`src/rtl/vote_pkg.sv`:
```
`default_nettype none
// ============================================================================
// Module   : vote_pkg
// Brief    : Shared types and helpers for the 5-channel vote collector.
// Revision : 1.0
// ============================================================================
package vote_pkg;

    localparam int N_VOTERS = 5;

    typedef enum logic [1:0] {
        IDLE    = 2'd0,
        COLLECT = 2'd1,
        OUTPUT  = 2'd2
    } vote_state_t;

    function automatic logic [2:0] popcount5(input logic [4:0] v);
        logic [2:0] c;
        c = 3'd0;
        for (int i = 0; i < 5; i++) begin
            c = c + {2'b00, v[i]};
        end
        return c;
    endfunction

endpackage
`default_nettype wire

```
`src/rtl/vote_collector_if.sv`:
```
`default_nettype none
// ============================================================================
// Module   : vote_collector_if
// Brief    : Vote inputs and collected-vector handshake of the vote collector.
// Revision : 1.0
// ============================================================================
interface vote_collector_if;
    import vote_pkg::*;

    logic                start;
    logic [N_VOTERS-1:0] vote_valid;
    logic [N_VOTERS-1:0] vote_bit;
    logic                busy;
    logic                out_valid;
    logic                out_ready;
    logic [N_VOTERS-1:0] out_votes;
    logic [N_VOTERS-1:0] out_present;
    logic                out_timeout;
    logic                out_quorum_ok;
    logic                out_dup;

    modport master (
        output start, vote_valid, vote_bit, out_ready,
        input  busy, out_valid, out_votes, out_present,
               out_timeout, out_quorum_ok, out_dup
    );

    modport slave (
        input  start, vote_valid, vote_bit, out_ready,
        output busy, out_valid, out_votes, out_present,
               out_timeout, out_quorum_ok, out_dup
    );

endinterface
`default_nettype wire

```
`src/rtl/vote_collector.sv`:
```
`default_nettype none
// ============================================================================
// Module   : vote_collector
// Brief    : Collects one vote per channel within a bounded window and hands
//            the vector, presence mask and status flags to the majority stage.
// Revision : 1.0
// ============================================================================
module vote_collector
    import vote_pkg::*;
#(
    parameter int TIMEOUT_CYCLES = 16,
    parameter int QUORUM         = 3
) (
    input  wire logic      clk,
    input  wire logic      rst_n,
    vote_collector_if.slave bus
);

    localparam int CW = $clog2(TIMEOUT_CYCLES + 1);

    vote_state_t         r_state;
    vote_state_t         w_next_state;
    logic [N_VOTERS-1:0] r_votes;
    logic [N_VOTERS-1:0] r_present;
    logic                r_dup;
    logic                r_timeout;
    logic                r_quorum_ok;
    logic [CW-1:0]       r_cnt;

    logic [N_VOTERS-1:0] w_capture;
    logic [N_VOTERS-1:0] w_votes_nxt;
    logic [N_VOTERS-1:0] w_present_nxt;
    logic                w_collect;
    logic                w_start;
    logic                w_complete;
    logic                w_expire;
    logic                w_exit;
    logic                w_dup_hit;

    assign w_collect = (r_state == COLLECT);
    assign w_start   = (r_state == IDLE) && bus.start;

    // First strobe per channel wins; later strobes only raise the dup flag.
    for (genvar i = 0; i < N_VOTERS; i++) begin : g_chan
        assign w_capture[i]   = w_collect & bus.vote_valid[i] & ~r_present[i];
        assign w_votes_nxt[i] = w_capture[i] ? bus.vote_bit[i] : r_votes[i];
    end

    assign w_present_nxt = r_present | w_capture;
    assign w_complete    = &w_present_nxt;
    assign w_expire      = (r_cnt == CW'(TIMEOUT_CYCLES - 1));
    assign w_exit        = w_collect & (w_complete | w_expire);
    assign w_dup_hit     = w_collect & (|(bus.vote_valid & r_present));

    always_ff @(posedge clk or negedge rst_n) begin
        if (!rst_n) begin
            r_state <= IDLE;
        end else begin
            r_state <= w_next_state;
        end
    end

    always_comb begin
        w_next_state = r_state;
        case (r_state)
            IDLE:    if (bus.start)     w_next_state = COLLECT;
            COLLECT: if (w_exit)        w_next_state = OUTPUT;
            OUTPUT:  if (bus.out_ready) w_next_state = IDLE;
            default:                    w_next_state = IDLE;
        endcase
    end

    always_comb begin
        bus.busy      = (r_state != IDLE);
        bus.out_valid = (r_state == OUTPUT);
    end

    always_ff @(posedge clk or negedge rst_n) begin
        if (!rst_n) begin
            r_votes     <= '0;
            r_present   <= '0;
            r_dup       <= 1'b0;
            r_timeout   <= 1'b0;
            r_quorum_ok <= 1'b0;
            r_cnt       <= '0;
        end else if (w_start) begin
            r_votes     <= '0;
            r_present   <= '0;
            r_dup       <= 1'b0;
            r_timeout   <= 1'b0;
            r_quorum_ok <= 1'b0;
            r_cnt       <= '0;
        end else if (w_collect) begin
            r_votes   <= w_votes_nxt;
            r_present <= w_present_nxt;
            r_dup     <= r_dup | w_dup_hit;
            if (w_exit) begin
                // A vote landing on the expiry edge still completes the round.
                r_timeout   <= ~w_complete;
                r_quorum_ok <= (int'(popcount5(w_present_nxt)) >= QUORUM);
            end else begin
                r_cnt <= r_cnt + CW'(1);
            end
        end
    end

    assign bus.out_votes     = r_votes;
    assign bus.out_present   = r_present;
    assign bus.out_dup       = r_dup;
    assign bus.out_timeout   = r_timeout;
    assign bus.out_quorum_ok = r_quorum_ok;

endmodule
`default_nettype wire
```
`src/flat_wrapper.sv`:
```
// flat-port wrapper written by rule: the top's interface ports become plain ports
module vote_collector_flat import vote_pkg::*;
#(
    parameter int TIMEOUT_CYCLES = 16,
    parameter int QUORUM         = 3
)
  (clk, rst_n, bus_start, bus_vote_valid, bus_vote_bit, bus_out_ready, bus_busy, bus_out_valid, bus_out_votes, bus_out_present, bus_out_timeout, bus_out_quorum_ok, bus_out_dup);
  vote_collector_if bus_i ();
  input  wire logic clk;
  input  wire logic rst_n;
  input wire logic [$bits(bus_i.start)-1:0] bus_start;
  input wire logic [$bits(bus_i.vote_valid)-1:0] bus_vote_valid;
  input wire logic [$bits(bus_i.vote_bit)-1:0] bus_vote_bit;
  input wire logic [$bits(bus_i.out_ready)-1:0] bus_out_ready;
  output wire logic [$bits(bus_i.busy)-1:0] bus_busy;
  output wire logic [$bits(bus_i.out_valid)-1:0] bus_out_valid;
  output wire logic [$bits(bus_i.out_votes)-1:0] bus_out_votes;
  output wire logic [$bits(bus_i.out_present)-1:0] bus_out_present;
  output wire logic [$bits(bus_i.out_timeout)-1:0] bus_out_timeout;
  output wire logic [$bits(bus_i.out_quorum_ok)-1:0] bus_out_quorum_ok;
  output wire logic [$bits(bus_i.out_dup)-1:0] bus_out_dup;
  assign bus_i.start = bus_start;
  assign bus_i.vote_valid = bus_vote_valid;
  assign bus_i.vote_bit = bus_vote_bit;
  assign bus_i.out_ready = bus_out_ready;
  assign bus_busy = bus_i.busy;
  assign bus_out_valid = bus_i.out_valid;
  assign bus_out_votes = bus_i.out_votes;
  assign bus_out_present = bus_i.out_present;
  assign bus_out_timeout = bus_i.out_timeout;
  assign bus_out_quorum_ok = bus_i.out_quorum_ok;
  assign bus_out_dup = bus_i.out_dup;
  vote_collector #(.TIMEOUT_CYCLES(TIMEOUT_CYCLES), .QUORUM(QUORUM)) u_core (.clk(clk), .rst_n(rst_n), .bus(bus_i));
endmodule
```
`config.mk`:
```
export PLATFORM = sky130hd
export DESIGN_NAME = vote_collector_flat
export DESIGN_NICKNAME = d
export VERILOG_FILES = /design/src/rtl/vote_pkg.sv /design/src/rtl/vote_collector_if.sv /design/src/rtl/vote_collector.sv /design/src/flat_wrapper.sv
export SDC_FILE = /design/constraint.sdc
export NUM_CORES = 1
export LEC_CHECK = 0
export BUFFER_PORTS_ARGS = -buffer_cell sky130_fd_sc_hd__buf_2
export CAP_MARGIN = 20
export CELL_PAD_IN_SITES_DETAIL_PLACEMENT = 1
export CELL_PAD_IN_SITES_GLOBAL_PLACEMENT = 2
export CORE_ASPECT_RATIO = 0.5
export CORE_MARGIN = 10
export CORE_UTILIZATION = 29
export CTS_CLUSTER_DIAMETER = 50
export DETAILED_ROUTE_END_ITERATION = 6
export PLACE_DENSITY_LB_ADDON = 0.1
export SETUP_SLACK_MARGIN = 0.2
export SLEW_MARGIN = 20
export SYNTH_ARGS = -nofsm -noshare
export SYNTH_HDL_FRONTEND = slang
export SYNTH_SLANG_ARGS = --single-unit
```
`constraint.sdc`:
```
create_clock -name clk -period 3 [get_ports clk]
set_input_delay 0.3 -clock clk [delete_from_list [all_inputs] [get_ports clk]]
set_output_delay 0.3 -clock clk [all_outputs]
set_load 0.02 [all_outputs]
```
After elaboration in Yosys (flattened, before gate mapping)
Cells that the tools add are included.

ROM bits: 0. Word-level logic and storage cells: 90. Register bits after elaboration: 20. Output and inout port bits: 15. RAM bits: 0. Bits in latches: 0. Memories kept: 0.

Order comparisons: 1. Shift operators: 0. Multiply operators: 0. Muxes and demuxes: 24. Equal/unequal tests: 7. Div/mod/pow operators: 0. Bitwise gates (word level): 22. $add $sub $neg: 5. Reductions and logical operators: 20.

Operator list (count): 5-bit two-way mux (7); 2-bit nonzero test (8); 2-bit AND reduction (7); 1-bit two-way mux (13); 1-bit bitwise AND (12); 3-bit by 1-bit adder with 3-bit output (3); 2-bit two-way mux (3); 2-bit inequality test, second input constant (3); 1-bit inverter (6); 2-bit case mux with 3 select lines (1); 5-bit by 1-bit adder with 5-bit output, second input constant (1); 5-bit bitwise AND (1); 5-bit by 4-bit == test with 1-bit output, second input constant (1); 5-bit OR (1); 5-bit AND reduction (1); 5-bit OR reduction (1); 3-bit by 2-bit greater-or-equal comparator with 1-bit output, second input constant (1); 3-bit AND reduction (1); 1-bit by 1-bit adder with 2-bit output (1); 2-bit by 1-bit == test with 1-bit output, second input constant (1); 2-bit == test, second input constant (1); 2-bit logical NOT (1); 2-bit by 1-bit inequality test with 1-bit output, second input constant (1); 1-bit OR (2); 1-bit logical AND (1).

Depth between registers and ports, before layout
Gate-level depths: netlist of run 1.

Depth after elaboration: 12. Depth in mapped cells: 11. Gate-level depth less buffers: 9.

Worst setup path after synthesis of run 1
No wires, ideal clock.

Kind: flip-flop to flip-flop. Start: register u_core.r_state[0]. End: register u_core.r_quorum_ok, in the netlist u_core.bus.out_quorum_ok. Period minus slack after synthesis: 2.781 ns. Setup time: 0.087 ns. Stages on the path, launching flop included: 12. Slack: 0.219 ns. Data arrival time: 2.695 ns. Cell sequence: dfrtp_1 buf_4 nor2b_1 buf_2 a21o_1 ha_1 fa_1 ha_1 fa_1 a21o_1 nand2_1 o211ai_1.

Cells in the longest elaborated chain, start to end: 12.

Ends and longest elaborated chain: from (decl) (line vote_collector.sv:21) `vote_state_t r_state;`; from (signal assigned) (line vote_collector.sv:59) `r_state <= w_next_state;`; 2-bit by 1-bit == test with 1-bit output (line vote_collector.sv:40) `assign w_collect = (r_state == COLLECT);`; 1-bit bitwise AND (2 in series) (line vote_collector.sv:45) `assign w_capture[i] = w_collect & bus.vote_valid[i] & ~r_present[i];`; 5-bit OR (line vote_collector.sv:49) `assign w_present_nxt = r_present | w_capture;`; 1-bit by 1-bit adder with 2-bit output (line vote_pkg.sv:21) `c = c + {2'b00, v[i]};`; 3-bit by 1-bit adder with 3-bit output (3 in series) (line vote_pkg.sv:21); 3-bit by 2-bit greater-or-equal comparator with 1-bit output (line vote_collector.sv:100) `r_quorum_ok <= (int'(popcount5(w_present_nxt)) >= QUORUM);`; 1-bit two-way mux (line vote_collector.sv:97) `if (w_exit) begin`; 1-bit two-way mux (line vote_collector.sv:93) `end else if (w_collect) begin`; 1-bit two-way mux (line vote_collector.sv:86) `end else if (w_start) begin`; to (signal assigned) (line vote_collector.sv:100); to (decl) (line vote_collector.sv:27) `logic r_quorum_ok;`.

Parallel ways exist; a longest one is shown, timed or not. The select of a mux whose other input is x is not followed. A chain may end at the register's enable or synchronous reset.

Worst setup path after layout of run 1
Start: register u_core.r_state[1]. End: register u_core.r_quorum_ok, in the netlist u_core.bus.out_quorum_ok.

Same word-level chain as after synthesis.

==> results of run 1 <==
[placed cells by master, fill, tap and decap left out, drive strengths merged, types with 5 or more instances in the layout]
cell type,synthesis,final
buf,3,31
dfrtp,20,20
inv,9,9
a21oi,8,8
nor2,7,7
mux2i,6,6
nand2,5,5
nor3b,5,5
[per-stage QoR]
| step | total power [W] | std cells | hold slack, ps |
|---|---|---|---|
| 2_1_floorplan | 0.00128 | 109 | 4.41 |
| 3_3_place_gp | 0.00160 | 191 | 298 |
| 3_5_place_dp | 0.00161 | 191 | 298 |
| 4_1_cts | 0.00180 | 194 | 14.2 |
| 5_1_grt | 0.00195 | 194 | 22.0 |
| 6_report | 0.00176 | 194 | -7.43 |
[worst max-delay path: stages (launching register included)]
cell and delay [ps]:
dfrtp_2 460, nor2b_1 200, a21o_1 170, ha_1 250
fa_1 480, ha_1 220, fa_1 480, a21o_1 100
nand2_1 50, o211ai_1 170
[layer usage]
metal | wire length [um] | part of all wire (%) | global-route usage [%] | up-vias
li1 | - | - | - | 453
met1 | 1530 | 48 | 11.8 | 445
met2 | 1440 | 45 | 14.8 | 15
met3 | 197 | 6.2 | 4.60 | 0
met4 | 0 | 0 | 0.490 | 0
met5 | 0 | 0 | 0 | -
[state kept, by name, summed over array words and instances (netlist names)]
| name | cells |
|---|---|
| u_core.bus.out_present | 5 |
| u_core.bus.out_dup | 1 |
| u_core.bus.out_votes | 5 |
| u_core.r_state | 2 |
| u_core.bus.out_timeout | 1 |
| u_core.bus.out_quorum_ok | 1 |
| u_core.r_cnt | 5 |
[layout make-up]
cell class                      instances  share of cell area, %
Tap cell                               54                   4.84
Sequential cell                        20                   35.9
Clock buffer                            3                   2.96
Timing Repair Buffer                   31                   11.6
Multi-Input combinational cell         77                   42.2
Inverter                                9                   2.42
[kinds of logic (layout without fill, tap and decap cells)]
kind of cell | after synthesis | after routing | share of synthesized area (%)
AO/OA/AOI/OAI | 28 | 28 | 19.4
XOR/XNOR | 1 | 1 | 0.766
adder cells (fa/ha/maj) | 6 | 6 | 7.88
buffers and inverters | 12 | 43 | 4.70
flip-flops | 20 | 20 | 43.8
multiplexers | 6 | 6 | 5.25
AND/OR/NAND/NOR | 36 | 36 | 18.3
[worst paths after layout]
path | from | endpoint | slack, ps | cells past startpoint
max in group asynchronous | rst_n | u_core.r_state[1] | 2650 | 1
min in group clk | bus_vote_bit[1] | u_core.bus.out_votes[1] | 290 | 3
max reg2reg | u_core.r_state[1] | u_core.bus.out_quorum_ok | 350 | 9
min | rst_n | u_core.r_cnt[0] | -7 | 1
max | u_core.r_state[1] | u_core.bus.out_quorum_ok | 350 | 9
min reg2reg | u_core.bus.out_dup | u_core.bus.out_dup | 510 | 2
[where the power goes]
group	leakage, nW	internal (W)	switching, W
Sequential	0.250	0.000394	0.000101
Clock	0.0216	0.0000894	0.0000889
Combinational	0.389	0.000451	0.000638
Total	0.661	0.000934	0.000829
==> impl_metrics.tcl, run 1 <==
set metrics [dict create \
    status "finished with violations" \
    violations "hold timing" \
    postCtsHoldBufs 0 \
    vdd_drop_max_uv 337 \
    drc 0 \
    setup_violations 0 \
    power_density_mw_per_mm2 1260 \
    cp.arrival_ps 2830 \
    cts-root-buf "clkbuf_8" \
    multi_input_area_um2 589 \
    wl_um 3170 \
    core_area_mm2 0.00384 \
    maxCapViolCount 0 \
    fin_area_mm2 0.00140 \
    synth_edf_count 0 \
    period_needed_ps 2650 \
    slew_viol_final 0 \
    track_usage_pct 9.37 \
    yosys_most_used_dff "dfrtp_1" \
    first_pass_iters 4 \
    ys_top_cells_by_count "20 x dfrtp_1, 9 x inv_1, 7 x nor2_1" \
    holdWs_ps -7.43 \
    cts.sinks 20 \
    seq_area_um2 502 \
    syn_inst 109 \
    required_ps 3170 \
    grt_pass1_vias 1028 \
    utilization_pct 36.3 \
    die_x_um 109 \
    routed_via_density 4.71 \
    cts_resized 0 \
    synth_area_leaders "dfrtp_1 44%, mux2i_1 5.3%, ha_1 4.4%" \
    start_kind "flip-flop" \
    diodes 0 \
    hold_viol 10 \
    dp_slack_ps 324 \
    syn-num-nets 129 \
    wl_per_cell_um 16.4 \
    io_pins 29 \
    post_dp_cell_area_mm2 0.00135 \
    grt_antenna_before_repair 0 \
    clk_transition_reported_paths_ps 80 \
    grt_max_degree 21 \
    synthToLayoutAreaGrowth_pct 22.1 \
    die_h_um 64.4 \
    ys_ff_latch 20 \
    synthesis.area_mm2 0.00114 \
    grt_first_pass_wirelength_um 5220 \
    cts_buffer_depth 2 \
    max_freq_ghz 0.377 \
    synth.distinct_cells 37 \
    end_kind "flip-flop" \
    tns_ps 0 \
    path_class "reg2reg" \
    timing.final.crit_share_pct 88.5 \
    rsz0062_at_grt "false" \
    nFillCells 470 \
    cts_buffers 3 \
    gp_congestion 0.763 \
    yosysTopAreaCellShare_pct 43.8 \
    ys_seq_area_share_pct 43.8 \
    cts_setup_buffers 0 \
    synthArstFlopShare_pct 100 \
    cts_max_level 1 \
    cp_max_fo 9 \
    syn-mean-instance-area_um2 10.5 \
    synth_area_leader_cell "dfrtp_1" \
    start_util_pct 29.8 \
    grt-ovfl-total 0 \
    route.vias.total 913 \
    die_area_mm2 0.00701 \
    fin_nets 162 \
    p_leak_nw 0.661 \
    finalClockSkew_ps 3.43 \
    drt_iter0_drc 54 \
    insertion_delay_ps 250 \
    portBuffers 28 \
    rows 16 \
    yosysMostFrequentCell "dfrtp_1" \
    fin_ws_ps 346 \
    tightest_slew_ps 517 \
    slew_headroom_pct 65.5 \
    layout-drive-gt1-share_pct 30.0 \
    yosys_warnings 0 \
    hp-class "in2async" \
    dp_hpwl_um 2530 \
    cts_tree "built" \
    antenna_left 0 \
]
Note: power is estimated with default switching activity, not from simulation.
==> inputs of run 2 (changes only) <==
Settings changed: BUFFER_PORTS_ARGS -buffer_cell sky130_fd_sc_hd__buf_2 to -buffer_cell sky130_fd_sc_hd__buf_4, CTS_CLUSTER_SIZE set to 10, GPL_TIMING_DRIVEN set to 0.
==> run 2 against run 1 <==
Net effect: the run now ends clean; combinational power is 10% higher; global-route usage is 0.82 points higher; cell area is 8.1% higher; non-clock buffer count is 3 higher; total power is 7.0% higher; die area stayed put; maximum frequency is 2.6% lower; via count is 6.0% higher; critical path depth is 2 higher; register-to-register slack worse by 70 ps; clock skew hardly changed; critical path type unchanged; critical endpoint unchanged; largest cell class unchanged.
==> impl_metrics.tcl, run 2 (synthesis gave the netlist of run 1 again) <==
set metrics [dict create \
    die_x_um 109 \
    start_util_pct 29.8 \
    clkPwrFrac_pct 9.8 \
    insertion_delay_ps 260 \
    wl_met3_um 163 \
    tightest_slew_ps 398 \
    wl_met2_um 1460 \
    routed_via_density 4.91 \
    hold_viol 0 \
    portBuffers 28 \
    first_pass_iters 4 \
    status "completed" \
    io_pins 29 \
    antenna_left 0 \
    drc 0 \
    cts_buffer_depth 2 \
    slew_headroom_pct 73.4 \
    p_sw_w 0.000854 \
    route.vias.total 968 \
    layout-drive-gt1-share_pct 31.5 \
    hp-start "bus_vote_bit[1]" \
    pwr-share-seq_pct 26.6 \
    fin_nets 165 \
    worst-r2r-cell-count 11 \
    track_usage_pct 10.2 \
    min_path_cells 3 \
    core_area_mm2 0.00384 \
    holdWs_ps 277 \
    cts_max_level 1 \
    grt_pass1_vias 1152 \
    fin_area_mm2 0.00151 \
    combPwrFrac_pct 63.7 \
    dp_hpwl_um 2480 \
    r2r-end "u_core.bus.out_quorum_ok" \
    cts_buffers 3 \
    max_freq_ghz 0.367 \
    power_switching_share_pct 45.3 \
    timing.final.crit_share_pct 90.9 \
    layout_common_cells "32 x buf_4, 20 x dfrtp_1, 9 x inv_1" \
    cp.arrival_ps 2910 \
    die_h_um 64.4 \
    wl_per_cell_um 16.4 \
    slew_viol_final 0 \
    period_needed_ps 2730 \
    cts-root-buf "clkbuf_8" \
    required_ps 3180 \
    grt_first_pass_wirelength_um 5740 \
    final_common_cell "buf_4" \
    path_class "reg2reg" \
    grt-ovfl-total 0 \
    die_area_mm2 0.00701 \
    cts.sinks 20 \
    vdd_drop_max_uv 375 \
    finalClockSkew_ps 3.86 \
    internal-power_w 0.00103 \
    start_kind "flip-flop" \
    power_density_mw_per_mm2 1250 \
    r2r_start "u_core.r_state[0]" \
    grt_antenna_before_repair 0 \
    setup_violations 0 \
    rows 16 \
    diodes 0 \
    dr.max_layer_used "met4" \
    grt_max_degree 21 \
    cp_max_fo 4 \
    rsz0062_at_grt "true" \
    clk_transition_reported_paths_ps 80 \
    cts_tree "built" \
    utilization_pct 39.3 \
    drt_iter0_drc 59 \
    min_to "u_core.bus.out_votes[1]" \
    end_kind "flip-flop" \
    post_dp_cell_area_mm2 0.00142 \
    tns_ps 0 \
    reg2reg_slack_ps 270 \
    synthToLayoutAreaGrowth_pct 31.9 \
    met1Wirelength_um 1590 \
    maxCapViolCount 0 \
    wl_um 3220 \
    hp-class "in2reg" \
    p_leak_nw 0.695 \
    gp_congestion 0.714 \
]
run 2: what timing repair did:
item,CTS,global route
gates resized for setup,4,0
endpoints found under the hold margin,20,0
buffers inserted,1,1
endpoints found under the setup margin,1,1
pin swaps,2,5
hold buffers,1,0
run 2: final cells by class:
type | count | area, um^2
plain buffers | 3 | 26.3
clock buffers | 3 | 41.3
fillers | 459 | 2330
inverters | 9 | 33.8
multi-input cells | 77 | 604
flip-flops and latches | 20 | 500
well taps | 54 | 67.6
repair buffers | 31 | 235
run 2: worst max-delay path: stages (launching register included):
cell and delay [ps]:
dfrtp_1 380, buf_6 110, nor2b_1 110, buf_4 160, a21o_1 200, ha_4 250, fa_1 450, ha_2 190
fa_1 480, a21o_1 110, nand2_1 50, o211ai_1 160
run 2: power groups by stage:
| stage | sequential [W] | clock [W] | combinational [W] |
|---|---|---|---|
| floorplan | 0.000573 | 0 | 0.000708 |
| finish | 0.000501 | 0.000184 | 0.00120 |
| global route | 0.000528 | 0.000208 | 0.00135 |
| detailed placement | 0.000505 | 0 | 0.00115 |
| global placement | 0.000504 | 0 | 0.00114 |
| CTS | 0.000504 | 0.000193 | 0.00122 |
run 2: worst max path at each step:
stage,startpoint,to,slack (ps),cells after the start
2_1_floorplan,u_core.r_state[0],u_core.bus.out_quorum_ok,220,11
4_1_cts,u_core.r_state[0],u_core.bus.out_quorum_ok,210,11
3_3_place_gp,u_core.r_state[0],u_core.bus.out_quorum_ok,50,11
5_1_grt,u_core.r_state[0],u_core.bus.out_quorum_ok,160,11
6_report,u_core.r_state[0],u_core.bus.out_quorum_ok,270,11
3_5_place_dp,u_core.r_state[0],u_core.bus.out_quorum_ok,50,11
run 2: stage by stage:
stage          cells  power (W)  worst slack, ps
6_report         197    0.00189              274
5_1_grt          197    0.00208              164
3_3_place_gp     191    0.00164             55.0
4_1_cts          196    0.00192              213
3_5_place_dp     191    0.00166             45.2
2_1_floorplan    109    0.00128              219
run 2: metal layers:
layer  vias up  track usage, %
met3         2            4.40
li1        459               -
met5         -               0
met4         0            1.63
met1       488            13.1
met2        19            15.7
